==> config.mk <==
export PLATFORM = sky130hd
export DESIGN_NAME = conv3_mac_unit
export DESIGN_NICKNAME = d
export VERILOG_FILES = /design/src/rtl/conv_pkg.sv /design/src/rtl/shift_add_mult.sv /design/src/rtl/conv3_mac_unit.sv
export SDC_FILE = /design/constraint.sdc
export NUM_CORES = 1
export LEC_CHECK = 0
export ABC_AREA = 1
export BUFFER_PORTS_ARGS = -buffer_cell sky130_fd_sc_hd__buf_2
export CAP_MARGIN = 40
export CORE_MARGIN = 4
export CORE_UTILIZATION = 35
export DETAILED_ROUTE_END_ITERATION = 10
export PLACE_DENSITY = 0.57
export SYNTH_ARGS = -nofsm -noshare
export SYNTH_HDL_FRONTEND = slang
export SYNTH_HIERARCHICAL = 1
export SYNTH_SLANG_ARGS = --single-unit
==> constraint.sdc <==
create_clock -name clk -period 2.8 [get_ports clk]
set_clock_uncertainty 0.1 [all_clocks]
set_input_delay 0.14 -clock clk [delete_from_list [all_inputs] [get_ports clk]]
set_output_delay 0.14 -clock clk [all_outputs]
set_load 0.1 [all_outputs]
==> src/rtl/conv_pkg.sv <==
// Shared definitions for the 3-tap convolution MAC: default widths, tap count and FSM states.
package conv_pkg;

  localparam int unsigned DATA_W_DEF = 8;
  localparam int unsigned RES_W_DEF  = 16;
  localparam int unsigned TAPS       = 3;

  typedef enum logic [1:0] {
    IDLE = 2'd0,
    MULT = 2'd1,
    ACC  = 2'd2,
    DONE = 2'd3
  } state_e;

endpackage

==> src/rtl/shift_add_mult.sv <==
// Sequential unsigned shift-add multiplier: one multiplier bit per step, LSB first.
module shift_add_mult
  import conv_pkg::*;
#(
  parameter int unsigned DATA_W = DATA_W_DEF
) (
  input  logic                  clk,
  input  logic                  rst,
  input  logic                  load,
  input  logic                  step,
  input  logic [DATA_W-1:0]     a,
  input  logic [DATA_W-1:0]     b,
  output logic [2*DATA_W-1:0]   product,
  output logic                  last
);

  localparam int unsigned PROD_W = 2 * DATA_W;
  localparam int unsigned CNT_W  = (DATA_W > 1) ? $clog2(DATA_W) : 1;

  logic [PROD_W-1:0] prod_q, prod_d;
  logic [PROD_W-1:0] mcand_q, mcand_d;
  logic [DATA_W-1:0] mplier_q, mplier_d;
  logic [CNT_W-1:0]  cnt_q, cnt_d;
  logic              last_q, last_d;

  // Multiplicand shifts left while the multiplier shifts right; last marks a finished product.
  always_comb begin
    prod_d   = prod_q;
    mcand_d  = mcand_q;
    mplier_d = mplier_q;
    cnt_d    = cnt_q;
    last_d   = last_q;
    if (load) begin
      prod_d   = '0;
      mcand_d  = PROD_W'(a);
      mplier_d = b;
      cnt_d    = '0;
      last_d   = 1'b0;
    end else if (step) begin
      if (mplier_q[0]) begin
        prod_d = prod_q + mcand_q;
      end
      mcand_d  = mcand_q << 1;
      mplier_d = mplier_q >> 1;
      cnt_d    = cnt_q + CNT_W'(1);
      last_d   = (cnt_q == CNT_W'(DATA_W - 1));
    end
  end

  always_ff @(posedge clk or posedge rst) begin
    if (rst) begin
      prod_q   <= '0;
      mcand_q  <= '0;
      mplier_q <= '0;
      cnt_q    <= '0;
      last_q   <= 1'b0;
    end else begin
      prod_q   <= prod_d;
      mcand_q  <= mcand_d;
      mplier_q <= mplier_d;
      cnt_q    <= cnt_d;
      last_q   <= last_d;
    end
  end

  assign product = prod_q;
  assign last    = last_q;

endmodule

==> src/rtl/conv3_mac_unit.sv <==
// 3-tap convolution MAC: sequential multiply of each sample/coefficient pair,
// accumulation, and a saturated registered result with a one-cycle done pulse.
module conv3_mac_unit
  import conv_pkg::*;
#(
  parameter int unsigned DATA_W = DATA_W_DEF,
  parameter int unsigned RES_W  = RES_W_DEF
) (
  input  logic              clk,
  input  logic              rst,
  input  logic              start,
  input  logic [DATA_W-1:0] x0,
  input  logic [DATA_W-1:0] x1,
  input  logic [DATA_W-1:0] x2,
  input  logic [DATA_W-1:0] h0,
  input  logic [DATA_W-1:0] h1,
  input  logic [DATA_W-1:0] h2,
  output logic              busy,
  output logic              done,
  output logic [RES_W-1:0]  y,
  output logic              ovf
);

  localparam int unsigned PROD_W = 2 * DATA_W;
  localparam int unsigned ACC_W  = RES_W + 2;
  localparam int unsigned BIT_W  = (DATA_W > 1) ? $clog2(DATA_W) : 1;
  localparam int unsigned TAP_W  = $clog2(TAPS);
  localparam logic [ACC_W-1:0] RES_MAX = ACC_W'({RES_W{1'b1}});

  state_e                        state_q, state_d;
  logic [TAP_W-1:0]              tap_q, tap_d;
  logic [BIT_W-1:0]              bit_q, bit_d;
  logic [ACC_W-1:0]              acc_q, acc_d;
  logic [TAPS-2:0][DATA_W-1:0]   x_hold_q, x_hold_d;
  logic [TAPS-2:0][DATA_W-1:0]   h_hold_q, h_hold_d;
  logic [RES_W-1:0]              y_q, y_d;
  logic                          ovf_q, ovf_d;
  logic                          done_q, done_d;
  logic                          busy_q, busy_d;

  logic                          mult_load;
  logic                          mult_step;
  logic [DATA_W-1:0]             mult_a;
  logic [DATA_W-1:0]             mult_b;
  logic [PROD_W-1:0]             mult_product;
  logic                          mult_last;
  logic [ACC_W-1:0]              addend;
  logic [ACC_W-1:0]              sum;

  shift_add_mult #(
    .DATA_W (DATA_W)
  ) u_mult (
    .clk     (clk),
    .rst     (rst),
    .load    (mult_load),
    .step    (mult_step),
    .a       (mult_a),
    .b       (mult_b),
    .product (mult_product),
    .last    (mult_last)
  );

  // Tap 0 goes straight into the multiplier on accept; taps 1 and 2 wait in the hold registers.
  always_comb begin
    state_d   = state_q;
    tap_d     = tap_q;
    bit_d     = bit_q;
    acc_d     = acc_q;
    x_hold_d  = x_hold_q;
    h_hold_d  = h_hold_q;
    y_d       = y_q;
    ovf_d     = ovf_q;
    mult_load = 1'b0;
    mult_step = 1'b0;
    mult_a    = x0;
    mult_b    = h0;
    addend    = mult_last ? ACC_W'(mult_product) : '0;
    sum       = acc_q + addend;

    case (state_q)
      IDLE: begin
        if (start) begin
          x_hold_d  = {x2, x1};
          h_hold_d  = {h2, h1};
          acc_d     = '0;
          tap_d     = '0;
          bit_d     = '0;
          mult_load = 1'b1;
          state_d   = MULT;
        end
      end
      MULT: begin
        mult_step = 1'b1;
        if (bit_q == BIT_W'(DATA_W - 1)) begin
          bit_d   = '0;
          state_d = ACC;
        end else begin
          bit_d = bit_q + BIT_W'(1);
        end
      end
      ACC: begin
        acc_d = sum;
        if (tap_q == TAP_W'(TAPS - 1)) begin
          ovf_d   = (sum > RES_MAX);
          y_d     = (sum > RES_MAX) ? '1 : sum[RES_W-1:0];
          state_d = DONE;
        end else begin
          // Reload the multiplier with the next tap in the same cycle the product is consumed.
          tap_d     = tap_q + TAP_W'(1);
          bit_d     = '0;
          mult_a    = (tap_q == TAP_W'(0)) ? x_hold_q[0] : x_hold_q[1];
          mult_b    = (tap_q == TAP_W'(0)) ? h_hold_q[0] : h_hold_q[1];
          mult_load = 1'b1;
          state_d   = MULT;
        end
      end
      DONE: begin
        state_d = IDLE;
      end
      default: begin
        state_d = IDLE;
      end
    endcase

    done_d = (state_d == DONE);
    busy_d = (state_d != IDLE);
  end

  always_ff @(posedge clk or posedge rst) begin
    if (rst) begin
      state_q  <= IDLE;
      tap_q    <= '0;
      bit_q    <= '0;
      acc_q    <= '0;
      x_hold_q <= '0;
      h_hold_q <= '0;
      y_q      <= '0;
      ovf_q    <= 1'b0;
      done_q   <= 1'b0;
      busy_q   <= 1'b0;
    end else begin
      state_q  <= state_d;
      tap_q    <= tap_d;
      bit_q    <= bit_d;
      acc_q    <= acc_d;
      x_hold_q <= x_hold_d;
      h_hold_q <= h_hold_d;
      y_q      <= y_d;
      ovf_q    <= ovf_d;
      done_q   <= done_d;
      busy_q   <= busy_d;
    end
  end

  assign busy = busy_q;
  assign done = done_q;
  assign y    = y_q;
  assign ovf  = ovf_q;

endmodule

==> results of run 1 <==
## where the power goes
| group | leakage (nW) | internal (mW) | switching [mW] |
|---|---|---|---|
| logic | 3.15 | 0.899 | 1.74 |
| registers | 1.49 | 2.26 | 0.278 |
| clock network | 0.310 | 1.55 | 0.854 |
## worst register-to-register path, delay by kind of cell (launching register included)
family        cells  cell delay [ns]
flops             1             0.36
buf+inv           3             0.24
fa+ha+maj         2             0.63
simple gates     12             1.12
## cells by family after synthesis
kind of cell,Yosys count,share of synthesized area
adder cells (fa/ha/maj),39,0.0677
flip-flops,120,0.404
AO/OA/AOI/OAI,118,0.0992
XOR/XNOR,9,0.0106
buffers and inverters,195,0.109
AND/OR/NAND/NOR,524,0.309
## layout by cell type (no fill, tap or decap), types with 2 or more instances in the layout
cell type and count:
a21oi_1 22, a22o_1 17, and2_1 2, buf_2 69, buf_4 10, bufinv_16 4, clkbuf_16 17, clkbuf_8 2
clkinv_2 2, clkinv_4 4, clkinvlp_4 2, dfrtp_1 120, dlygate4sd3_1 48, fa_1 2, ha_1 37, inv_1 157
inv_2 6, inv_6 2, nand2_1 370, nand2_2 14, nand2_4 2, nand3_1 41, nand3_2 14, nand3b_1 4
nand4_1 6, nor2_1 44, nor2_4 3, nor2_8 2, nor3_1 3, o21ai_0 47, o21ai_1 3, o21ai_2 2
o221ai_1 14, o22ai_1 11, or2_2 17, xor2_1 8
## registers in the layout (all words and copies together), names as in the netlist
signal           cells
u_mult/cnt_q         3
y                   16
done                 1
u_mult/mplier_q      8
tap_q                2
state_q              2
x_hold_q            16
u_mult/last          1
u_mult/product      16
u_mult/mcand_q      16
ovf                  1
bit_q                3
acc_q               18
h_hold_q            16
busy                 1
## how the worst max path moves through the flow
| stage | end | slack [ns] | cells after the start |
|---|---|---|---|
| 2_1_floorplan | y[9]$_DFFE_PP0P_ | 0.11 | 20 |
| 3_3_place_gp | y[14]$_DFFE_PP0P_ | 0.31 | 14 |
| 3_5_place_dp | y[13]$_DFFE_PP0P_ | 0.27 | 14 |
| 4_1_cts | y[14]$_DFFE_PP0P_ | 0.26 | 17 |
| 5_1_grt | y[14]$_DFFE_PP0P_ | 0.03 | 14 |
| 6_report | y[13]$_DFFE_PP0P_ | 0.24 | 17 |
## stage by stage
stage               area (µm²)  total power [mW]  setup slack (ns)
floorplan                 7430              4.53             0.108
global placement          8030              5.10             0.311
detailed placement        8030              5.16             0.274
CTS                       9160              7.63             0.261
global route              9160              8.16            0.0307
finish                    9160              7.58             0.238
## area by class of cell
type / count / area, µm²
clock buffer: 19 / 453
clock inverter: 13 / 193
fill: 2149 / 11800
inverter: 166 / 627
multi-input combinational: 690 / 3620
sequential: 120 / 3000
tap: 275 / 344
timing repair buffer: 128 / 921
## repair_timing
item,in CTS,in global routing
resized for setup,0,0
setup endpoints to repair,0,0
endpoints found under the hold margin,105,0
hold buffers,48,0
## routing by layer
| layer | global-route usage | up-vias | part of all wire |
|---|---|---|---|
| met5 | 0 | - | 0 |
| met4 | 0.0513 | 0 | 0.016 |
| met3 | 0.0363 | 19 | 0.045 |
| met2 | 0.286 | 142 | 0.48 |
| met1 | 0.226 | 3045 | 0.46 |
| li1 | - | 3382 | - |
==> results.ini, run 1 <==
[final_layout]
fin_cells=1411
layout-drive-gt1-share=0.155
antennaDiodeCount=0
utilization=0.437
area_delta_synth_final_pct=23.3
final_nets=1213

[power]
ir_drop_mv=0.359
power.density_mw_per_mm2=828
p_leak_nw=4.95

[logic_synthesis]
ys_warn_count=6
synth_area_mm2=0.00743
synth_cells=1005
synth-async-reset-ratio=1.00
synth.avg_cell_area_um2=7.39
ys_ff_latch=120
synthTopCellsByArea=dfrtp_1 (40%), nand2_1 (19%), inv_1 (8.0%)
synth_common_cells=nand2_1 (370), inv_1 (159), dfrtp_1 (120), o21ai_0 (47), nor2_1 (44)
synth-edff-count=0
synthFlopType=dfrtp_1
yosysTopAreaCellShare=0.404
yosysMostFrequentCell=nand2_1
seq_area_frac_synth=0.404
yosysTopAreaCell=dfrtp_1
synth_nets=1095
synthDistinctLibCells=39

[global_route]
grt_pass1_wl_um=33000
grt_max_degree=49
gr-total-overflow=0
grt_usage=0.172
antenna_found_initial=0
grt_pass1_vias=6657

[worst_hold_path]
holdCritStartpoint=x0[7]
min_path_cells=5
hold_path.class=primary input to flip-flop
worstHoldEndpoint=u_mult/mcand_q[7]$_DFFE_PP0P_

[routing]
routed_wl_um=19500
vias=6588
route.detailed.drc=0
vias_per_cell=4.67
dr.pass1.iters=5
drtIter0Drc=401
antenna_left=0
wire_per_inst_um=13.9

[job]
drv_cap=0

[sta]
hold_viol=0
fin_tns_setup_ns=0
timing.hold.ws_ns=0.0804
drv_slew=0
fin_crit_ns=2.56
fin_crit_sh=0.915
worst_pin_slew_ns=0.781
max_slew_margin=0.476
final-setup-viol-count=0
max_freq_mhz=390
rsz0062_at_grt=no

[floorplan]
die_h_um=154
die_w_um=154
dieArea_mm2=0.0236
start_util=0.354
fp.coreArea_mm2=0.0210
io_pins=70
row_count=53

[setup_path]
reg2reg_to=y[13]$_DFFE_PP0P_
reg2regPathDepth=17
crit_arrival_ns=2.78
cpPeakStageDelay_ns=0.41
worstPathMaxFanout=16
crit_chain=nand2_1 -> inv_1 -> ha_1 -> inv_1 -> fa_1 -> inv_1 -> nand3_1 -> nand2_2 -> nand2_2 -> nand2_2 -> nand3_2 -> nand2_2 -> nand2_2 -> nand2_4 -> nand2_1 -> nor2_1 -> nor2_1
cp_num_buf_inv=3
r2r_start=u_mult/product[0]$_DFFE_PP0P_
cp_data_required_time_ns=3.02
cpMostUsedCell=nand2_2
critPathCaptureType=flip-flop
cp_top_family=simple AND/OR/NAND/NOR gates
start_kind=flip-flop
slowest_stage=fa_1
crit_start=u_mult/product[0]$_DFFE_PP0P_
r2r_setup_slack_ns=0.24
crit_type=flip-flop to flip-flop

[placement]
dp.cells=1331
post-dp-hpwl_um=13800
gp_congestion=0.902
port_buffers=69

[status]
status=completed

[clocking]
clock_tree.root_cell=clkbuf_16
path_clk_slew_ns=0.06
cts_setup_buffers=0
cts_htree_levels=4
cts_tree=yes
insertion_delay_ns=0.42
cts.sinks=120
cts_buffers=17
ctsLongestPathBuffers=2

(Power assumes the default switching activity.)
==> run 2: changes to the inputs <==
Settings changed: MAX_ROUTING_LAYER set to met4.
==> run 2 against run 1 <==
  * Non-clock buffer count is the same
  * Core utilization decreased by 0.34 points
  * Clock power is 12% lower
  * Sequential power barely moved
  * Critical path depth did not move
  * Flip-flop and latch count did not move
  * Cell count stayed put
  * First-iteration DRC count decreased by 6.5%
  * Maximum frequency grew 2.4%
  * Highest routed layer unchanged
==> results.ini, run 2 (synthesis results as in run 1) <==
[status]
status=completed

[sta]
fin_tns_setup_ns=0  ; unchanged
drv_slew=0  ; unchanged
hold_viol=0  ; unchanged
max_slew_margin=0.462  ; -0.0144
fin_crit_sh=0.894  ; -0.0210
final-setup-viol-count=0  ; unchanged
worst_pin_slew_ns=0.802  ; +0.0214 ns
rsz0062_at_grt=no
fin_crit_ns=2.50  ; -0.0589 ns
max_freq_mhz=400  ; +2.4%

[final_layout]
fin_cells=1411  ; unchanged
layout.cells.most_common=nand2_1
area_delta_synth_final_pct=22.3
final_nets=1213  ; unchanged
top_register=acc_q
utilization=0.434  ; -0.00340
layout_common_cells=nand2_1 (370), inv_1 (157), dfrtp_1 (120), buf_2 (69), dlygate4sd3_1 (48)
largest_reg_flops=18  ; unchanged
antennaDiodeCount=0  ; unchanged
n_fill_cell=2177  ; +1.3%
layout-drive-gt1-share=0.155  ; unchanged

[setup_path]
reg2regPathDepth=17  ; unchanged
crit_start=u_mult/product[0]$_DFFE_PP0P_
start_kind=flip-flop
worstPathMaxFanout=16  ; unchanged
crit_arrival_ns=2.71  ; -0.07 ns
crit_end=y[13]$_DFFE_PP0P_
critPathCaptureType=flip-flop
cp_data_required_time_ns=3.01  ; about the same
reg2reg_to=y[13]$_DFFE_PP0P_
r2r_setup_slack_ns=0.30  ; +0.06 ns
crit_type=flip-flop to flip-flop
r2r_start=u_mult/product[0]$_DFFE_PP0P_

[global_route]
grt_usage=0.174  ; +0.00233
grt_pass1_wl_um=32600  ; -1.1%
grt_pass1_vias=6651  ; -0.090%
grt_max_degree=49  ; unchanged
antenna_found_initial=0  ; unchanged
gr-total-overflow=0  ; unchanged

[clocking]
path_clk_slew_ns=0.06  ; about the same
cts.sinks=120  ; unchanged
cts_htree_levels=4  ; unchanged
cts_tree=yes
cts_buffers=17  ; unchanged
clock_tree.root_cell=clkbuf_16
ctsLongestPathBuffers=2  ; unchanged
insertion_delay_ns=0.42  ; about the same

[routing]
vias=6562  ; -0.39%
vias_per_cell=4.65  ; -0.39%
dr.pass1.iters=5  ; unchanged
drtIter0Drc=375  ; -6.5%
wire_per_inst_um=13.7  ; -1.4%
route.detailed.drc=0  ; unchanged
antenna_left=0  ; unchanged
routed_wl_um=19300  ; -1.4%

[power]
finalPower_mw=7.29  ; -3.8%
p_leak_nw=4.91  ; -0.84%
ir_drop_mv=0.355  ; -1.1%
power.density_mw_per_mm2=803  ; -3.1%

[placement]
dp.cells=1331  ; unchanged
gp_congestion=0.914  ; +1.2%
port_buffers=69  ; unchanged
post-dp-hpwl_um=13800  ; about the same

[floorplan]
row_count=53  ; unchanged
die_w_um=154  ; unchanged
start_util=0.354  ; unchanged
dieArea_mm2=0.0236  ; unchanged
fp.coreArea_mm2=0.0210  ; unchanged
io_pins=70  ; unchanged
die_h_um=154  ; unchanged

[worst_hold_path]
hold_path.class=primary input to flip-flop

[job]
drv_cap=0  ; unchanged

-- run 2: cell count changes in the layout (fill, tap and decap cells not counted), sizes merged --
cell      previous run  this run
clkinvlp             2         5
clkinv               7         6
bufinv               4         1
inv                166       167
-- run 2: how the worst min path moves through the flow --
stage | cells after the start | start | to
2_1_floorplan | 2 | h1[0] | h_hold_q[0]$_DFFE_PP0P_
3_3_place_gp | 2 | rst | u_mult/mcand_q[6]$_DFFE_PP0P_
3_5_place_dp | 2 | rst | u_mult/mcand_q[6]$_DFFE_PP0P_
4_1_cts | 5 | x0[7] | u_mult/mcand_q[7]$_DFFE_PP0P_
5_1_grt | 5 | x0[7] | u_mult/mcand_q[7]$_DFFE_PP0P_
6_report | 5 | x0[7] | u_mult/mcand_q[7]$_DFFE_PP0P_
-- run 2: where the power goes --
group,internal [mW],switching (mW),total (mW)
Combinational,0.897,1.74,2.63
Sequential,2.26,0.276,2.54
Clock,1.27,0.849,2.12
-- run 2: routing by layer --
metal	vias to the layer above	wire length (µm)	global-route usage
li1	3378	-	-
met1	3036	9090	0.225
met2	124	9120	0.280
met3	24	750	0.0329
met4	0	306	0.0526
met5	-	0	-
-- run 2: what timing repair did --
| item | in CTS | in global routing |
|---|---|---|
| buffers inserted | 0 | 0 |
| setup endpoints to repair | 0 | 0 |
| hold buffers | 48 | 0 |
| gates resized for setup | 0 | 0 |
| hold endpoints to repair | 105 | 0 |
-- run 2: worst max-delay path, stage by stage, from the launching register on --
cell and delay (ns):
dfrtp_1 0.37, nand2_1 0.06, inv_1 0.05, ha_1 0.20, inv_1 0.07, fa_1 0.41, inv_1 0.10, nand3_1 0.08
nand2_2 0.13, nand2_2 0.06, nand2_2 0.07, nand3_2 0.08, nand2_2 0.08, nand2_2 0.06, nand2_4 0.20, nand2_1 0.13
nor2_1 0.10, nor2_1 0.04
-- run 2: final cells by class --
cell class              count  area (µm²)  area share
clock buffers              19         453      0.0499
clock inverters            13         121      0.0134
inverters                 166         627      0.0690
multi-input cells         690        3620       0.398
flip-flops and latches    120        3000       0.331
well taps                 275         344      0.0379
repair buffers            128         921       0.101
-- run 2: through the flow --
step / setup WS, ns / area, µm² / hold slack [ns]
final: 0.297 / 9080 / 0.0799
after global routing: 0.0209 / 9080 / 0.0913
after CTS: 0.279 / 9080 / 0.0695
after detailed placement: 0.286 / 8030 / 0.183
after global placement: 0.313 / 8030 / 0.167
after floorplan: 0.108 / 7430 / 0.150
